===== config.mk =====
export PLATFORM = sky130hd
export DESIGN_NAME = syn_fft_bfly_sched
export DESIGN_NICKNAME = d
export VERILOG_FILES = /design/src/rtl/syn_fft_bfly_sched.sv
export SDC_FILE = /design/constraint.sdc
export NUM_CORES = 1
export LEC_CHECK = 0
export BUFFER_PORTS_ARGS = -buffer_cell sky130_fd_sc_hd__buf_2
export CORE_ASPECT_RATIO = 1.1
export CORE_MARGIN = 3
export CORE_UTILIZATION = 30
export CTS_BUF_LIST = sky130_fd_sc_hd__clkbuf_16
export CTS_CLUSTER_SIZE = 28
export DETAILED_ROUTE_END_ITERATION = 10
export GPL_TIMING_DRIVEN = 0
export SETUP_SLACK_MARGIN = 0.4
export SLEW_MARGIN = 20
export SYNTH_ARGS = -nofsm -noshare
export SYNTH_HDL_FRONTEND = slang
export SYNTH_SLANG_ARGS = --single-unit

===== constraint.sdc =====
create_clock -name clk_ir -period 11.9 [get_ports clk_ir]
set_input_delay 0.595 -clock clk_ir [delete_from_list [all_inputs] [get_ports clk_ir]]
set_output_delay 0.595 -clock clk_ir [all_outputs]
set_load 0.005 [all_outputs]

===== src/rtl/syn_fft_bfly_sched.sv =====
// Butterfly scheduler for an in-place iterative radix-2 DIT FFT.
// Walks every stage/butterfly, issues RAM addresses and twiddle index to the
// datapath, and throttles on outstanding write-back acknowledgements.
// Optional build macro: SYN_FFT_SCHED_PERF_EN adds stall_cnt_o / run_cnt_o.
module syn_fft_bfly_sched #(
    parameter int unsigned P_N_LOG2       = 7,
    parameter int unsigned P_MAX_INFLIGHT = 4
) (
    input  logic                  clk_ir,
    input  logic                  rst_il,
    input  logic                  start_i,
    input  logic                  abort_i,
    output logic                  bfly_vld_o,
    input  logic                  bfly_rdy_i,
    output logic [P_N_LOG2-1:0]   bfly_addr_a_o,
    output logic [P_N_LOG2-1:0]   bfly_addr_b_o,
    output logic [P_N_LOG2-2:0]   bfly_twdl_idx_o,
    input  logic                  wb_ack_i,
    output logic [3:0]            stage_o,
    output logic                  busy_o,
    output logic                  done_o,
    output logic                  ack_err_o
`ifdef SYN_FFT_SCHED_PERF_EN
    ,
    output logic [15:0]           stall_cnt_o,
    output logic [15:0]           run_cnt_o
`endif
);

    localparam int unsigned AW = P_N_LOG2;
    localparam int unsigned JW = P_N_LOG2 - 1;
    localparam int unsigned IW = $clog2(P_MAX_INFLIGHT + 1);

    localparam logic [JW-1:0] J_LAST  = {JW{1'b1}};
    localparam logic [3:0]    S_LAST  = 4'(P_N_LOG2 - 1);
    localparam logic [IW-1:0] INF_MAX = IW'(P_MAX_INFLIGHT);

    localparam logic [1:0] ST_IDLE  = 2'd0;
    localparam logic [1:0] ST_ISSUE = 2'd1;
    localparam logic [1:0] ST_DRAIN = 2'd2;
    localparam logic [1:0] ST_DONE  = 2'd3;

    logic [1:0]    state_q, state_d;
    logic [3:0]    s_q, s_d;
    logic [JW-1:0] j_q, j_d;
    logic [IW-1:0] inflight_q, inflight_d;
    logic          vld_q, vld_d;
    logic [AW-1:0] addr_a_q, addr_a_d;
    logic [AW-1:0] addr_b_q, addr_b_d;
    logic [JW-1:0] twdl_q, twdl_d;
    logic          busy_q, busy_d;
    logic          done_q, done_d;
    logic          ack_err_q, ack_err_d;
    logic          issue;
    logic [AW-1:0] half, k, grp;

`ifdef SYN_FFT_SCHED_PERF_EN
    logic [15:0]   stall_q, stall_d;
    logic [15:0]   run_q, run_d;
`endif

    // Next-state, counter and registered-output computation
    always_comb begin
        state_d    = state_q;
        s_d        = s_q;
        j_d        = j_q;
        inflight_d = inflight_q;
        ack_err_d  = ack_err_q;
        issue      = vld_q & bfly_rdy_i;

        if (issue && !wb_ack_i) begin
            inflight_d = inflight_q + IW'(1);
        end else if (!issue && wb_ack_i && (inflight_q != '0)) begin
            inflight_d = inflight_q - IW'(1);
        end

        case (state_q)
            ST_IDLE: begin
                if (start_i) begin
                    state_d   = ST_ISSUE;
                    s_d       = '0;
                    j_d       = '0;
                    ack_err_d = 1'b0;
                end
            end
            ST_ISSUE: begin
                if (issue) begin
                    if (j_q == J_LAST) begin
                        j_d     = '0;
                        state_d = ST_DRAIN;
                    end else begin
                        j_d = j_q + JW'(1);
                    end
                end
            end
            ST_DRAIN: begin
                if (inflight_d == '0) begin
                    if (s_q == S_LAST) begin
                        state_d = ST_DONE;
                    end else begin
                        s_d     = s_q + 4'd1;
                        state_d = ST_ISSUE;
                    end
                end
            end
            default: begin
                state_d = ST_IDLE;
            end
        endcase

        // An ack with nothing outstanding is flagged, including late acks after abort
        if (!issue && wb_ack_i && (inflight_q == '0)) begin
            ack_err_d = 1'b1;
        end

        if (abort_i) begin
            state_d    = ST_IDLE;
            s_d        = '0;
            j_d        = '0;
            inflight_d = '0;
        end

        // Request is offered only while below the in-flight limit; since in-flight
        // cannot rise without a handshake, a raised request stays up until taken.
        vld_d = (state_d == ST_ISSUE) && (inflight_d < INF_MAX);

        half     = AW'(1) << s_d;
        k        = AW'(j_d) & (half - AW'(1));
        grp      = AW'(j_d) >> s_d;
        addr_a_d = (grp << (s_d + 4'd1)) | k;
        addr_b_d = addr_a_d | half;
        twdl_d   = JW'(k << (4'(JW) - s_d));

        busy_d = (state_d != ST_IDLE);
        done_d = (state_d == ST_DONE);

`ifdef SYN_FFT_SCHED_PERF_EN
        stall_d = stall_q;
        run_d   = run_q;
        if ((state_q == ST_ISSUE) && !issue && (stall_q != 16'hFFFF)) begin
            stall_d = stall_q + 16'd1;
        end
        if (busy_q && (run_q != 16'hFFFF)) begin
            run_d = run_q + 16'd1;
        end
        if ((state_q == ST_IDLE) && start_i) begin
            stall_d = '0;
            run_d   = '0;
        end
`endif
    end

    // State, counters and output registers
    always_ff @(posedge clk_ir or negedge rst_il) begin
        if (!rst_il) begin
            state_q    <= ST_IDLE;
            s_q        <= '0;
            j_q        <= '0;
            inflight_q <= '0;
            vld_q      <= 1'b0;
            addr_a_q   <= '0;
            addr_b_q   <= '0;
            twdl_q     <= '0;
            busy_q     <= 1'b0;
            done_q     <= 1'b0;
            ack_err_q  <= 1'b0;
        end else begin
            state_q    <= state_d;
            s_q        <= s_d;
            j_q        <= j_d;
            inflight_q <= inflight_d;
            vld_q      <= vld_d;
            addr_a_q   <= addr_a_d;
            addr_b_q   <= addr_b_d;
            twdl_q     <= twdl_d;
            busy_q     <= busy_d;
            done_q     <= done_d;
            ack_err_q  <= ack_err_d;
        end
    end

`ifdef SYN_FFT_SCHED_PERF_EN
    // Saturating performance counters
    always_ff @(posedge clk_ir or negedge rst_il) begin
        if (!rst_il) begin
            stall_q <= '0;
            run_q   <= '0;
        end else begin
            stall_q <= stall_d;
            run_q   <= run_d;
        end
    end

    assign stall_cnt_o = stall_q;
    assign run_cnt_o   = run_q;
`endif

    assign bfly_vld_o      = vld_q;
    assign bfly_addr_a_o   = addr_a_q;
    assign bfly_addr_b_o   = addr_b_q;
    assign bfly_twdl_idx_o = twdl_q;
    assign stage_o         = s_q;
    assign busy_o          = busy_q;
    assign done_o          = done_q;
    assign ack_err_o       = ack_err_q;

endmodule


==> flow_summary.toml <==
[logic_synthesis]
synthFlopType = "dfrtp_1"
synth.distinct_cells = 71
seq_area_frac_synth_pct = 35.1
syn_nets = 338
syn_inst = 320
syn_area_mm2 = 0.00278
synth_edf_count = 0
synth_top_area_share_pct = 35.1
synth_top_cell_by_area = "dfrtp_1"
synth_seq_cells = 39
synth_common_cells = "39 x dfrtp_1, 28 x nor2_1, 24 x nand2_1, 22 x nand3_1, 18 x o21ai_0"
synthArstFlopShare_pct = 100
syn_area_per_cell_um2 = 8.69
yosys-top-cells-area = "dfrtp_1 35%, ha_1 5.4%, nand3_1 4.0%, nor2_1 3.8%, o21ai_0 3.2%"
yosys_warnings = 0
yosys.cell_count.top_type = "dfrtp_1"

[sta]
tightest_slew_ns = 0.856
hold_viol = 0
fin_crit_sh_pct = 38.5
drv_slew = 0
rsz0062_at_grt = "no"
fin_setup_tns_ns = 0
setup_viol = 0
fmax_mhz = 218
period_minus_slack_ns = 4.58
timing.hold.ws_ns = 0.421
max_slew_margin_pct = 42.9
clock_skew_ns = 0.00851

[final_layout]
fin_nets = 378
synthToLayoutAreaGrowth_pct = 17.1
post-route-util_pct = 36.3
antenna_cells = 0
drive_above_1_share_pct = 19.7

[grt]
grt_max_degree = 40
antenna_found_initial = 0
overflow = 0
grt_pass1_wl_um = 13100
grt_pass1_vias = 2599
grt_use_total_pct = 15.2

[critical_path]
reg2regPathDepth = 18
crit_slowest_cell = "clkbuf_1"
r2r-end = "bfly_twdl_idx_o[3]"
worst-setup-path-type = "register to register"
cpPeakStageDelay_ns = 0.48
crit_buf_inv = 4
worstSetupEndpointType = "register"
arrival_ns = 4.77
start_kind = "register"
crit_fanout = 11
path_cells = "inv_1, ha_1, nor3_1, a21oi_1, o2bb2ai_1, a21o_1, buf_2, a211oi_1, a21oi_1, clkbuf_1, ha_1, clkbuf_1, nand2_1, ha_1, nor2_1, mux2_2, nor2_1, a211oi_1"
required_ns = 12.09
path_delay_family = "compound AO/OA/AOI/OAI gates"
rrSetupSlack_ns = 7.32
reg2reg_from = "inflight_q[0]"
crit_top_cell = "ha_1"

[clock_network]
ctsHoldBuffers = 0
cts_sinks = 39
cts_buffers = 5
clk_pin_slew_ns = 0.06
cts-root-buf = "clkbuf_16"
cts.repair.resized = 0
cts_tree = "built"
htreeDepth = 2
insertion_delay_ns = 0.29
clockBufferDepth = 2
cts_setup_buffers = 0

[floorplan]
start_util_pct = 31.0
die_w_um = 97.8
core_region_area_mm2 = 0.00896
rows = 36
ios = 34
dieHeight_um = 107
die-area_mm2 = 0.0105

[job]
maxCapViolations = 0

[power]
p_clk_share_pct = 37.1
p_per_area_mw_per_mm2 = 128
pwr-share-comb_pct = 27.9
internal_power_uw = 288
swShare_pct = 31.1
p_switching_uw = 130
p_leak_nw = 1.52
power_uw = 418
ir_drop_v = 0.0000570
seqPwrFrac_pct = 35.0

[detailed_routing]
via_per_inst = 5.53
drc = 0
vias = 2628
routedWlPerCell_um = 16.3
drt_iter0_markers = 246
drt_wl_total_um = 7760
drt.antenna.violating_nets = 0
drt_pass1_iterations = 5

[place]
place_congestion = 0.914
dp_hpwl_um = 5790
io_buffers = 33

[run_status]
outcome = "finished clean"

[hold_path]
hold_class = "primary input to asynchronous set/reset pin"
worst register-to-register path, cell delays in order (launching register included):
cell and delay, ns:
dfrtp_1 0.40, inv_1 0.11, ha_1 0.27, nor3_1 0.20, a21oi_1 0.06, o2bb2ai_1 0.19
a21o_1 0.18, buf_2 0.22, a211oi_1 0.12, a21oi_1 0.37, clkbuf_1 0.49, ha_1 0.23
clkbuf_1 0.34, nand2_1 0.17, ha_1 0.32, nor2_1 0.26, mux2_2 0.25, nor2_1 0.05
a211oi_1 0.25
power by group through the flow:
stage | combinational [mW] | clock, mW | sequential, mW
after floorplan | 0.0915 | 0 | 0.148
after CTS | 0.117 | 0.158 | 0.146
after detailed placement | 0.117 | 0 | 0.149
final | 0.117 | 0.155 | 0.146
after global placement | 0.115 | 0 | 0.148
after global routing | 0.130 | 0.163 | 0.148
kinds of logic after synthesis:
logic type,synth area share [%]
buf+inv,5.36
xor+xnor,1.85
simple gates,24.4
fa+ha+maj,5.40
mux,2.25
compound gates,25.7
flops,35.1
cells in the final DEF, fill, tap and decap left out, types with 7 or more instances in the layout:
master	n
buf_2	35
inv_1	14
nand3_1	22
a31oi_1	8
o211ai_1	7
nor2_1	28
and3_1	8
nor3_1	8
nand2_1	24
o21ai_0	18
ha_1	12
a21oi_1	14
clkbuf_1	10
dfrtp_1	39
routing by layer:
layer  global-route usage [%]  up-vias  share of wire (%)
met5                        0        -                  0
li1                         -     1261                  -
met2                     25.9       95                 50
met1                     19.9     1262                 42
met3                     2.21       10                5.8
met4                     4.65        0                1.5
worst max path at each step:
stage,start,end,depth (start not counted)
floorplan,inflight_q[0],bfly_twdl_idx_o[5],18
finish,inflight_q[0],bfly_twdl_idx_o[3],18
global placement,bfly_rdy_i,bfly_twdl_idx_o[5],17
global route,inflight_q[0],bfly_twdl_idx_o[3],18
CTS,inflight_q[1],bfly_twdl_idx_o[3],18
detailed placement,bfly_rdy_i,bfly_twdl_idx_o[5],17
area by class of cell:
class	count	area (um^2)
Buffer	16	85.1
Clock buffer	5	125
Tap cell	114	143
Timing Repair Buffer	33	165
Fill cell	905	5710
Multi-Input combinational cell	248	1660
Sequential cell	39	976
Inverter	17	63.8
Clock inverter	3	43.8
registers in the layout, indices dropped and copies added, names as in the netlist, 2 cells and up:
register / flops
bfly_addr_b_o: 7
j_q: 6
bfly_addr_a_o: 7
state_q: 2
bfly_twdl_idx_o: 6
stage_o: 4
inflight_q: 3
through the flow:
stage,instance area (um^2),std cells,worst slack (ns)
global placement,3090,467,7.32
detailed placement,3090,467,7.33
finish,3260,475,7.32
floorplan,2780,320,8.07
global route,3260,475,6.98
CTS,3260,475,7.42
Power figures use the tool's default switching activity.
